### src/rtl/pwm_timer_if.sv
// Register bus shared by the PWM timer peripherals: one-cycle strobed access.
// bus_en is a single-cycle request; writes commit and read data registers at the next clk edge.
interface pwm_timer_if;
    logic        bus_en;
    logic        bus_we;
    logic [7:0]  bus_addr;
    logic [31:0] bus_wdata;
    logic [31:0] bus_rdata;

    modport master (output bus_en, output bus_we, output bus_addr, output bus_wdata, input bus_rdata);
    modport slave  (input bus_en, input bus_we, input bus_addr, input bus_wdata, output bus_rdata);
endinterface

### src/rtl/pwm_timer.sv
// Multi-channel PWM timer: shared prescaled up-counter, programmable top, one compare per output.
// Optional PWM_COMPARE_SHADOW_EN buffers TOP/COMPARE writes until the counter wraps.
module pwm_timer #(
    parameter int COUNTER_WIDTH = 16,
    parameter int OUTPUTS       = 4
) (
    input  logic               clk,
    input  logic               rst_n,
    pwm_timer_if.slave         bus,
    output logic [OUTPUTS-1:0] pwm_out
);
    localparam int CW = COUNTER_WIDTH;

    logic          enable;
    logic [2:0]    scale;
    logic [6:0]    prescaler;
    logic [CW-1:0] top;
    logic [CW-1:0] counter;
    logic [CW-1:0] compare      [OUTPUTS];
    logic [CW-1:0] top_view;
    logic [CW-1:0] compare_view [OUTPUTS];
    logic [31:0]   rd_val;

    logic [5:0] word;
    logic       wr, rd, wr_config, wr_top, wr_counter;
    logic [6:0] ps_mask;
    logic       tick, wrap;
    logic       unused_bits;

    assign word        = bus.bus_addr[7:2];
    assign wr          = bus.bus_en & bus.bus_we;
    assign rd          = bus.bus_en & ~bus.bus_we;
    assign wr_config   = wr && (word == 6'd0);
    assign wr_top      = wr && (word == 6'd1);
    assign wr_counter  = wr && (word == 6'd2);
    assign ps_mask     = (7'd1 << scale) - 7'd1;
    assign tick        = enable && (prescaler == ps_mask);
    assign wrap        = tick && (counter >= top);
    assign unused_bits = ^{bus.bus_addr[1:0], bus.bus_wdata};

    always_ff @(posedge clk) begin
        if (!rst_n) begin
            enable <= 1'b0;
            scale  <= 3'd0;
        end else if (wr_config) begin
            enable <= bus.bus_wdata[0];
            scale  <= bus.bus_wdata[6:4];
        end
    end

    // A scale change or a COUNTER load restarts the tick phase from zero.
    always_ff @(posedge clk) begin
        if (!rst_n)
            prescaler <= 7'd0;
        else if (!enable || wr_counter || tick)
            prescaler <= 7'd0;
        else if (wr_config && (bus.bus_wdata[6:4] != scale))
            prescaler <= 7'd0;
        else
            prescaler <= prescaler + 7'd1;
    end

    always_ff @(posedge clk) begin
        if (!rst_n)
            counter <= '0;
        else if (wr_counter)
            counter <= bus.bus_wdata[CW-1:0];
        else if (wrap)
            counter <= '0;
        else if (tick)
            counter <= counter + CW'(1);
    end

`ifdef PWM_COMPARE_SHADOW_EN
    logic [CW-1:0] top_sh;
    logic [CW-1:0] compare_sh [OUTPUTS];

    always_ff @(posedge clk) begin
        if (!rst_n) begin
            top_sh <= '0;
            top    <= '0;
            for (int i = 0; i < OUTPUTS; i++) begin
                compare_sh[i] <= '0;
                compare[i]    <= '0;
            end
        end else begin
            if (wr_top)
                top_sh <= bus.bus_wdata[CW-1:0];
            for (int i = 0; i < OUTPUTS; i++)
                if (wr && (word == 6'(4 + i)))
                    compare_sh[i] <= bus.bus_wdata[CW-1:0];
            // Active set only changes at a period boundary, or freely while stopped.
            if (!enable || wrap) begin
                top <= top_sh;
                for (int i = 0; i < OUTPUTS; i++)
                    compare[i] <= compare_sh[i];
            end
        end
    end

    always_comb begin
        top_view = top_sh;
        for (int i = 0; i < OUTPUTS; i++)
            compare_view[i] = compare_sh[i];
    end
`else
    always_ff @(posedge clk) begin
        if (!rst_n) begin
            top <= '0;
            for (int i = 0; i < OUTPUTS; i++)
                compare[i] <= '0;
        end else begin
            if (wr_top)
                top <= bus.bus_wdata[CW-1:0];
            for (int i = 0; i < OUTPUTS; i++)
                if (wr && (word == 6'(4 + i)))
                    compare[i] <= bus.bus_wdata[CW-1:0];
        end
    end

    always_comb begin
        top_view = top;
        for (int i = 0; i < OUTPUTS; i++)
            compare_view[i] = compare[i];
    end
`endif

    always_ff @(posedge clk) begin
        if (!rst_n)
            pwm_out <= '0;
        else
            for (int i = 0; i < OUTPUTS; i++)
                pwm_out[i] <= enable && (counter >= compare[i]);
    end

    always_comb begin
        rd_val = 32'd0;
        case (word)
            6'd0: rd_val = {25'd0, scale, 3'd0, enable};
            6'd1: rd_val = 32'(top_view);
            6'd2: rd_val = 32'(counter);
            6'd3: rd_val = 32'(pwm_out);
            default: begin
                for (int i = 0; i < OUTPUTS; i++)
                    if (word == 6'(4 + i))
                        rd_val = 32'(compare_view[i]);
            end
        endcase
    end

    always_ff @(posedge clk) begin
        if (!rst_n)
            bus.bus_rdata <= 32'd0;
        else if (rd)
            bus.bus_rdata <= rd_val;
    end
endmodule

### src/flat_wrapper.sv
// flat-port wrapper written by rule: the top's interface ports become plain ports
module pwm_timer_flat 
#(
    parameter int COUNTER_WIDTH = 16,
    parameter int OUTPUTS       = 4
)
  (clk, rst_n, pwm_out, bus_bus_en, bus_bus_we, bus_bus_addr, bus_bus_wdata, bus_bus_rdata);
  pwm_timer_if bus_i ();
  input  logic clk;
  input  logic rst_n;
  output logic [OUTPUTS-1:0] pwm_out;
  input wire logic [$bits(bus_i.bus_en)-1:0] bus_bus_en;
  input wire logic [$bits(bus_i.bus_we)-1:0] bus_bus_we;
  input wire logic [$bits(bus_i.bus_addr)-1:0] bus_bus_addr;
  input wire logic [$bits(bus_i.bus_wdata)-1:0] bus_bus_wdata;
  output wire logic [$bits(bus_i.bus_rdata)-1:0] bus_bus_rdata;
  assign bus_i.bus_en = bus_bus_en;
  assign bus_i.bus_we = bus_bus_we;
  assign bus_i.bus_addr = bus_bus_addr;
  assign bus_i.bus_wdata = bus_bus_wdata;
  assign bus_bus_rdata = bus_i.bus_rdata;
  pwm_timer #(.COUNTER_WIDTH(COUNTER_WIDTH), .OUTPUTS(OUTPUTS)) u_core (.clk(clk), .rst_n(rst_n), .bus(bus_i), .pwm_out(pwm_out));
endmodule
### config.mk
export PLATFORM = sky130hd
export DESIGN_NAME = pwm_timer_flat
export DESIGN_NICKNAME = d
export VERILOG_FILES = /design/src/rtl/pwm_timer_if.sv /design/src/rtl/pwm_timer.sv /design/src/flat_wrapper.sv
export SDC_FILE = /design/constraint.sdc
export NUM_CORES = 1
export LEC_CHECK = 0
export CORE_MARGIN = 4
export CORE_UTILIZATION = 64
export CTS_BUF_LIST = sky130_fd_sc_hd__clkbuf_4 sky130_fd_sc_hd__clkbuf_8
export DETAILED_ROUTE_END_ITERATION = 7
export PLACE_DENSITY = 0.88
export SYNTH_ARGS = -nofsm -noshare
export SYNTH_HDL_FRONTEND = slang
export SYNTH_SLANG_ARGS = --single-unit
### constraint.sdc
create_clock -name clk -period 8.26 [get_ports clk]
set_input_delay 0.826 -clock clk [delete_from_list [all_inputs] [get_ports clk]]
set_output_delay 0.826 -clock clk [all_outputs]
set_load 0.05 [all_outputs]
Yosys cells after proc, flatten, opt, wreduce, memory -nomap -nowiden
Memories as Yosys holds them, arrays and structs flattened. Index checks and enable logic that the tools add are counted.

Output and inout bits: 36. Bits in registers: 79. Memories kept: 1. Logic and storage cells: 79. Memory bits (writable): 64. Bits of input ports: 44.

Mux-type cells: 25. Order comparisons: 5. Shift operators: 1. Add/sub/neg operators: 3. Bitwise gates (word level): 8. Reduce and logical (&&, ||, !) cells: 20. Eq/ne operators: 9.

Memories: u_core.compare (depth 4, bits a word 16, rd ports 4, clocked after memory_dff 0, wr ports 4, RTL line pwm_timer.sv:19) `logic [CW-1:0] compare [OUTPUTS];`.

Operator list (number): two-way mux 16 bit (11); case mux 32 bit (4 select lines) (1); >= comparator 16 bit (5); equality test 6 x 3 -> 1 bit, second input constant (4); adder 16 x 1 -> 16 bit, second input constant (1); logical AND 1 bit (14); two-way mux 1 bit (13); equality test 6 x 2 -> 1 bit, second input constant (2); adder 7 x 1 -> 7 bit, second input constant (1); equality test 7 bit (1); left shift 1 x 3 -> 7 bit, first input constant (1); subtractor 7 x 1 -> 7 bit, second input constant (1); equality test 6 x 1 -> 1 bit, second input constant (1); logical NOT 6 bit (1); OR 1 bit (4); inequality test 3 bit (1); nonzero test 3 bit (1); OR reduction 3 bit (1); AND 1 bit (2); logical OR 1 bit (2); NOT 1 bit (2); logical NOT 1 bit (1).

Longest topological paths before layout
Gate-level depths: netlist (run 1).

Depth after elaboration: 7. Mapped depth: 10. Mapped depth without buffers: 9.

Worst setup path before layout (run 1)
Ideal clock, no wire load.

Kind: input-to-reg. Start: input bus_bus_addr[5]. End: memory u_core.compare[0][0] (netlist bit) (enable). Required time: 7.846 ns. Library setup time: 0.414 ns. Cell stages on the path: 4. Data arrival time: 3.187 ns. Path buffers: 1. Path slack: 4.658 ns. Cell sequence: nor4b_2 -> clkbuf_1 -> nand3_1 -> o31ai_1.

RTL lines: from (decl) (RTL line flat_wrapper.sv:14) `input wire logic [$bits(bus_i.bus_addr)-1:0] bus_bus_addr;`; to (decl) (RTL line pwm_timer.sv:19).

Worst setup path in the final report (run 1)
Start: input bus_bus_addr[3]. End: register u_core.counter[8].

Word-level cells in the longest chain between the ends: 3. Elaborated cells on any way between the ends: 4. Classes of those cells: 1 x eq/ne; 1 x mux; 2 x reduce/logical.

Ends and longest elaborated chain: equality test 6 x 2 -> 1 bit * (RTL line pwm_timer.sv:35) `assign wr_counter = wr && (word == 6'd2);`; logical AND 1 bit * (RTL line pwm_timer.sv:35); nonzero test 3 bit (no line) / two-way mux 16 bit (equally long branches); to (signal assigned) (RTL line pwm_timer.sv:67) `counter <= bus.bus_wdata[CW-1:0];`; to (signal assigned) (RTL line pwm_timer.sv:71) `counter <= counter + CW'(1);`; to (decl) (RTL line pwm_timer.sv:18) `logic [CW-1:0] counter;`.

Every way passes the cells marked *; elsewhere a longest branch is shown, timed or not. A chain may end at the register's enable or synchronous reset.

==> results.sh, run 1 <==
export IMPL_hpwl_microns=16000
export IMPL_critPathMaxStageDelay_ns=0.99
export IMPL_synth_seq_cells=127
export IMPL_post_route_drc_count=0
export IMPL_setup_viol=0
export IMPL_synth_area_sq_mm=0.00800
export IMPL_drt_iter0_markers=766
export IMPL_reg2reg_from="u_core.counter[0]$_SDFFE_PN0P_"
export IMPL_cp_start_kind="primary input"
export IMPL_drt_total_wl_microns=21800
export IMPL_synthCells=806
export IMPL_cap_violations=0
export IMPL_ctsHtreeMaxLevel=4
export IMPL_met2_usage_pct=51.8
export IMPL_antenna_left=0
export IMPL_clock_sinks=127
export IMPL_tightest_slew_ns=1.30
export IMPL_wl_per_cell_microns=21.2
export IMPL_status="finished clean"
export IMPL_finalPower_uw=1430
export IMPL_synth_top_area_cell="edfxtp_1"
export IMPL_yosys_warnings=0
export IMPL_dp_cells=993
export IMPL_final_core_util_pct=73.9
export IMPL_clock_latency_ns=0.46
export IMPL_port_buffers=45
export IMPL_cts_resized=0
export IMPL_design_core_area_sq_mm=0.0121
export IMPL_overflow=0
export IMPL_area_growth_pct=11.9
export IMPL_cp_slowest_cell="nor3_2"
export IMPL_routabilityCongestion=0.942
export IMPL_cp_cell_sequence="clkdlybuf4s50_1 -> buf_4 -> nand2b_1 -> nor3_2 -> nor3_1 -> a22o_1 -> a22oi_1 -> o21ai_1"
export IMPL_cts_buffers_inserted=17
export IMPL_holdPathEnd="u_core.prescaler[0]$_SDFF_PP0_"
export IMPL_grt_pass1_wl_microns=34100
export IMPL_cts_setup_buffers=0
export IMPL_io_pins=80
export IMPL_reg2reg_setup_slack_ns=4.83
export IMPL_num_rows=40
export IMPL_fp_dieH_microns=120
export IMPL_clk_path_buf_depth=2
export IMPL_synth_edf_count=64
export IMPL_synth_top_area_share_pct=24.0
export IMPL_power_leakage_uw=0.00372
export IMPL_critPathMaxFanout=33
export IMPL_hold_start="u_core.prescaler[0]$_SDFF_PP0_"
export IMPL_async_flop_share_pct=0
export IMPL_slew_violations=0
export IMPL_crit_required_ns=8.60
export IMPL_nNetsFinal=970
export IMPL_initial_utilization_pct=66.1
export IMPL_worstReg2RegEnd="u_core.counter[9]$_SDFFE_PN0P_"
export IMPL_clkTransAtPathRegs_ns=0.07
export IMPL_whs_ns=0.491
export IMPL_grt_max_degree=41
export IMPL_fin_skew_ns=0.00953
export IMPL_r2r_cells=9
export IMPL_use_met3_pct=8.39
export IMPL_syn_mean_instance_area_sq_um=9.93
export IMPL_cts_hold_buffers=0
export IMPL_worstPathArrival_ns=3.97
export IMPL_rsz0062_at_grt="false"
export IMPL_path_class="in2reg"
export IMPL_ys_flop_type="edfxtp_1"
export IMPL_max_freq_mhz=275
export IMPL_grt_pass1_vias=6421
export IMPL_vdd_ir_drop_worst_mv=0.100
export IMPL_cts_tree="done"
export IMPL_fin_cells=1025
export IMPL_fp_dieW_microns=120
export IMPL_vias_per_cell=6.41
export IMPL_worstSetupEndpointType="register"
export IMPL_met1_usage_pct=38.9
export IMPL_final_period_utilization_pct=44.0
export IMPL_die_area_sq_mm=0.0144
export IMPL_slew_headroom_pct=12.9
export IMPL_grt_antenna_before_repair=1
export IMPL_tns_ns=0
export IMPL_period_minus_slack_ns=3.63
export IMPL_synth_top_cells_by_area="edfxtp_1 24%, dfxtp_1 16%, ha_1 13%"
export IMPL_worstHoldPathType="reg2reg"
export IMPL_synth_seq_area_share_pct=39.8
export IMPL_grt_usage_pct=31.1
export IMPL_min_path_cells=1
export IMPL_p_per_area_mw_per_mm2=160
export IMPL_hold_violations=0
export IMPL_busiest_layer="met2"
export IMPL_drive_gt1_share_pct=7.58
export IMPL_vias=6567
export IMPL_synth_cell_types=58
export IMPL_cts_root_buf="clkbuf_8"
export IMPL_first_pass_iters=5
export IMPL_diodes=0
registers in the layout, indices dropped and copies added, names as in the netlist:
signal	count
u_core.prescaler	7
u_core.compare	64
u_core.enable	1
u_core.counter	16
u_core.bus.bus_rdata	16
u_core.top	16
u_core.scale	3
u_core.pwm_out	4
cell type report:
| type | count | area [sq um] |
|---|---|---|
| clock buffer | 26 | 333 |
| clock inverter | 6 | 104 |
| fill | 837 | 3160 |
| inverter | 94 | 353 |
| multi-input combinational | 550 | 4250 |
| sequential | 127 | 3180 |
| tap | 168 | 210 |
| timing repair buffer | 54 | 518 |
cell usage after synthesis (12+ instances only):
cell type  count
buf_4         17
a22oi_1       12
and2_1        64
dfxtp_1       63
nor2_1        63
o21ai_0       25
nand3_1       17
clkbuf_1      23
a211oi_1      24
ha_1          82
nand2_1       24
a21o_1        15
mux4_2        16
edfxtp_1      64
inv_1         94
a21oi_1       36
mux2i_1       25
logic make-up (layout without fill, tap and decap cells):
logic type | after synthesis | in the layout | share of synthesized area (%)
other | 1 | 16 | 0.0469
muxes | 41 | 41 | 7.63
adders and majority gates | 82 | 82 | 12.8
and+or+nand+nor | 224 | 224 | 15.3
xor gates and xnor gates | 10 | 10 | 1.09
DFF | 127 | 127 | 39.8
buffers and inverters | 144 | 180 | 7.99
AOI/OAI and AO/OA | 177 | 177 | 15.3
how the worst max path moves through the flow:
| stage | startpoint | end | slack, ns | depth (start not counted) |
|---|---|---|---|---|
| 6_report | bus_bus_addr[3] | u_core.counter[8]$_SDFFE_PN0P_ | 4.63 | 8 |
| 5_1_grt | bus_bus_addr[3] | u_core.counter[2]$_SDFFE_PN0P_ | 4.48 | 8 |
| 4_1_cts | bus_bus_addr[3] | u_core.counter[8]$_SDFFE_PN0P_ | 4.72 | 8 |
| 3_5_place_dp | bus_bus_addr[3] | u_core.counter[8]$_SDFFE_PN0P_ | 4.23 | 8 |
| 3_3_place_gp | bus_bus_addr[5] | u_core.counter[7]$_SDFFE_PN0P_ | 4.36 | 7 |
| 2_1_floorplan | bus_bus_addr[5] | u_core.compare[0][0]$_SDFFCE_PN0P_ | 4.66 | 4 |
critical path, delay by kind of cell:
family | cells | cell delay, ns
buffers and inverters | 2 | 0.85
AOI/OAI and AO/OA | 3 | 0.57
and+or+nand+nor | 3 | 1.72
metrics by stage:
stage	worst slack [ns]	cell area [sq um]
2_1_floorplan	4.66	8060
3_3_place_gp	4.36	8510
3_5_place_dp	4.23	8510
4_1_cts	4.72	8950
5_1_grt	4.48	8950
6_report	4.63	8950
per-layer routing:
metal	part of all wire, %	vias to the layer above
met2	49	403
li1	-	2962
met1	37	3138
met5	0.060	-
met3	11	62
met4	2.9	2
report_power, final:
part	switching, uW	internal [uW]	total [uW]	leakage, uW
sequential	13.3	682	696	0.00112
combinational	98.4	53.6	152	0.00237
clock	236	350	587	0.000228
total	348	1090	1430	0.00372
cells in the final DEF (no fill, tap or decap), drive strengths merged, types with 12 or more instances in the layout:
master         instances
clkbuf                26
edfxtp                64
nor2                  63
clkdlybuf4s50         45
nand3                 18
ha                    82
nand2                 24
a211oi                24
mux4                  16
inv                   94
dfxtp                 63
a21o                  15
and2                  64
mux2i                 25
a21oi                 36
a22oi                 12
conb                  16
o21ai                 33
Note: power is estimated with default switching activity, not from simulation.
==> run 2, diff against run 1 <==
--- a/config.mk
+++ b/config.mk
@@ -6,10 +6,10 @@
 export NUM_CORES = 1
 export LEC_CHECK = 0
 export CORE_MARGIN = 4
-export CORE_UTILIZATION = 64
+export CORE_UTILIZATION = 54
 export CTS_BUF_LIST = sky130_fd_sc_hd__clkbuf_4 sky130_fd_sc_hd__clkbuf_8
 export DETAILED_ROUTE_END_ITERATION = 7
-export PLACE_DENSITY = 0.88
+export PLACE_DENSITY = 0.79
 export SYNTH_ARGS = -nofsm -noshare
 export SYNTH_HDL_FRONTEND = slang
 export SYNTH_SLANG_ARGS = --single-unit
==> constraint.sdc (replaced) <==
create_clock -name clk -period 2.91 [get_ports clk]
set_input_delay 0.291 -clock clk [delete_from_list [all_inputs] [get_ports clk]]
set_output_delay 0.291 -clock clk [all_outputs]
set_load 0.05 [all_outputs]
==> run 2 against run 1 <==
First-iteration DRC count shrank 17%. Global-route usage decreased by 3.9 points. Register-to-register slack worse by 4.7 ns. Largest cell class unchanged. Clock-buffer cell count increased by 1. Core utilization fell by 10 points. Highest routed layer unchanged.
==> results.sh, run 2 (synthesis results as in run 1) <==
export IMPL_clkTransAtPathRegs_ns=0.07
export IMPL_antenna_left=0
export IMPL_final_core_util_pct=63.7
export IMPL_top_layer="met5"
export IMPL_io_pins=80
export IMPL_overflow=0
export IMPL_crit_family="compound AO/OA/AOI/OAI gates"
export IMPL_grt_pass1_wl_microns=34300
export IMPL_slew_headroom_pct=18.0
export IMPL_port_buffers=45
export IMPL_path_buf_inv=2
export IMPL_grt_pass1_vias=6430
export IMPL_cts_resized=0
export IMPL_max_freq_mhz=359
export IMPL_layout_commonest_cell="inv_1"
export IMPL_placed_cell_area_sq_mm=0.00884
export IMPL_wl_met1_microns=8690
export IMPL_num_rows=44
export IMPL_drive_gt1_share_pct=11.4
export IMPL_path_class="reg2reg"
export IMPL_power_leakage_uw=0.00391
export IMPL_cap_violations=0
export IMPL_grt_antenna_before_repair=2
export IMPL_cp_start_kind="register"
export IMPL_worstPathArrival_ns=3.16
export IMPL_vdd_ir_drop_worst_mv=0.232
export IMPL_fin_area_sq_mm=0.00926
export IMPL_fp_dieW_microns=130
export IMPL_wl_per_cell_microns=20.5
export IMPL_clk_path_buf_depth=2
export IMPL_cp_slowest_cell="a2111oi_0"
export IMPL_grt_usage_pct=27.2
export IMPL_cts_root_buf="clkbuf_8"
export IMPL_seq_area_sq_mm=0.00318
export IMPL_setup_ws_ns=0.125
export IMPL_reg2reg_from="u_core.counter[0]$_SDFFE_PN0P_"
export IMPL_largest_reg_flops=64
export IMPL_dr_wl_met2_microns=10400
export IMPL_cp_cell_sequence="inv_1 -> ha_1 -> nand2b_1 -> a2111oi_0 -> o21ai_0 -> a211o_1 -> nor3_4 -> buf_12 -> a21oi_1 -> o21ai_1"
export IMPL_nNetsFinal=1005
export IMPL_final_period_utilization_pct=95.7
export IMPL_status="finished clean"
export IMPL_clock_sinks=127
export IMPL_first_pass_iters=5
export IMPL_whs_ns=0.496
export IMPL_layout_common_cells="94 x inv_1, 82 x ha_1, 64 x and2_1, 64 x edfxtp_1"
export IMPL_fp_dieH_microns=130
export IMPL_vias_per_cell=6.11
export IMPL_worstHoldPathType="reg2reg"
export IMPL_rsz0062_at_grt="false"
export IMPL_reg2reg_setup_slack_ns=0.13
export IMPL_drt_total_wl_microns=22100
export IMPL_cts_buffers_inserted=17
export IMPL_worstReg2RegEnd="u_core.counter[6]$_SDFFE_PN0P_"
export IMPL_cts_setup_buffers=0
export IMPL_cts_tree="done"
export IMPL_crit_required_ns=3.29
export IMPL_die_area_sq_mm=0.0168
export IMPL_ctsHtreeMaxLevel=4
export IMPL_drt_iter0_markers=635
export IMPL_multiInputGateArea_sq_mm=0.00426
export IMPL_regMostFlops="u_core.compare"
export IMPL_post_route_drc_count=0
export IMPL_area_growth_pct=15.7
export IMPL_design_core_area_sq_mm=0.0145
export IMPL_hold_violations=0
export IMPL_critPathMaxFanout=21
export IMPL_slew_violations=0
export IMPL_hpwl_microns=16500
export IMPL_dr_wl_met3_microns=2150
export IMPL_fin_skew_ns=0.00917
export IMPL_p_per_area_mw_per_mm2=437
export IMPL_r2r_cells=10
export IMPL_period_minus_slack_ns=2.78
export IMPL_place_ws_ns=0.177
export IMPL_diodes=0
export IMPL_worstSetupEndpointType="register"
export IMPL_fill_cells=1172
export IMPL_critPathMaxStageDelay_ns=0.61
export IMPL_routabilityCongestion=0.995
export IMPL_clock_latency_ns=0.45
export IMPL_dp_cells=1044
export IMPL_fin_cells=1076
export IMPL_grt_max_degree=33
export IMPL_vias=6578
export IMPL_path_depth=10
export IMPL_cp_startpoint="u_core.counter[0]$_SDFFE_PN0P_"
export IMPL_tightest_slew_ns=1.23
export IMPL_cts_hold_buffers=0
export IMPL_initial_utilization_pct=55.0
export IMPL_setup_viol=0
export IMPL_crit_end="u_core.counter[6]$_SDFFE_PN0P_"
[run 2: per-layer routing]
layer	vias to the layer above	track usage [%]
li1	3032	-
met1	3141	34.4
met2	336	43.1
met3	65	7.94
met4	4	13.2
met5	-	0
[run 2: metrics by stage]
step                TNS [ns]  total power [uW]
floorplan              -4.60              2290
global placement           0              2450
detailed placement         0              2460
CTS                        0              4060
global route               0              4170
finish                     0              4050
[run 2: how the worst min path moves through the flow]
stage                                                      from                                     to  slack [ns]  depth (start not counted)
after floorplan                                bus_bus_wdata[9]         u_core.counter[9]$_SDFFE_PN0P_        0.41                          2
after global placement           u_core.prescaler[0]$_SDFF_PP0_         u_core.prescaler[0]$_SDFF_PP0_        0.47                          1
after detailed placement         u_core.prescaler[0]$_SDFF_PP0_         u_core.prescaler[0]$_SDFF_PP0_        0.48                          1
after CTS                        u_core.prescaler[0]$_SDFF_PP0_         u_core.prescaler[0]$_SDFF_PP0_        0.49                          1
after global routing             u_core.prescaler[0]$_SDFF_PP0_         u_core.prescaler[0]$_SDFF_PP0_        0.51                          1
final                     u_core.bus.bus_rdata[10]$_SDFFE_PN0P_  u_core.bus.bus_rdata[10]$_SDFFE_PN0P_        0.50                          2
[run 2: area by class of cell]
class | instances | area share, %
Clock buffer | 27 | 3.74
Timing Repair Buffer | 89 | 8.78
Multi-Input combinational cell | 550 | 46.0
Inverter | 94 | 3.81
Tap cell | 184 | 2.49
Sequential cell | 127 | 34.4
Clock inverter | 5 | 0.838
[run 2: power by group]
part / internal (uW) / switching [uW]
Combinational: 165 / 285
Sequential: 1940 / 41.1
Clock: 935 / 684
Total: 3040 / 1010
[run 2: worst min-delay path, cell delays in order (launching register included)]
cell,delay (ns)
dfxtp_1,0.31
nor2_1,0.09
a211oi_1,0.05
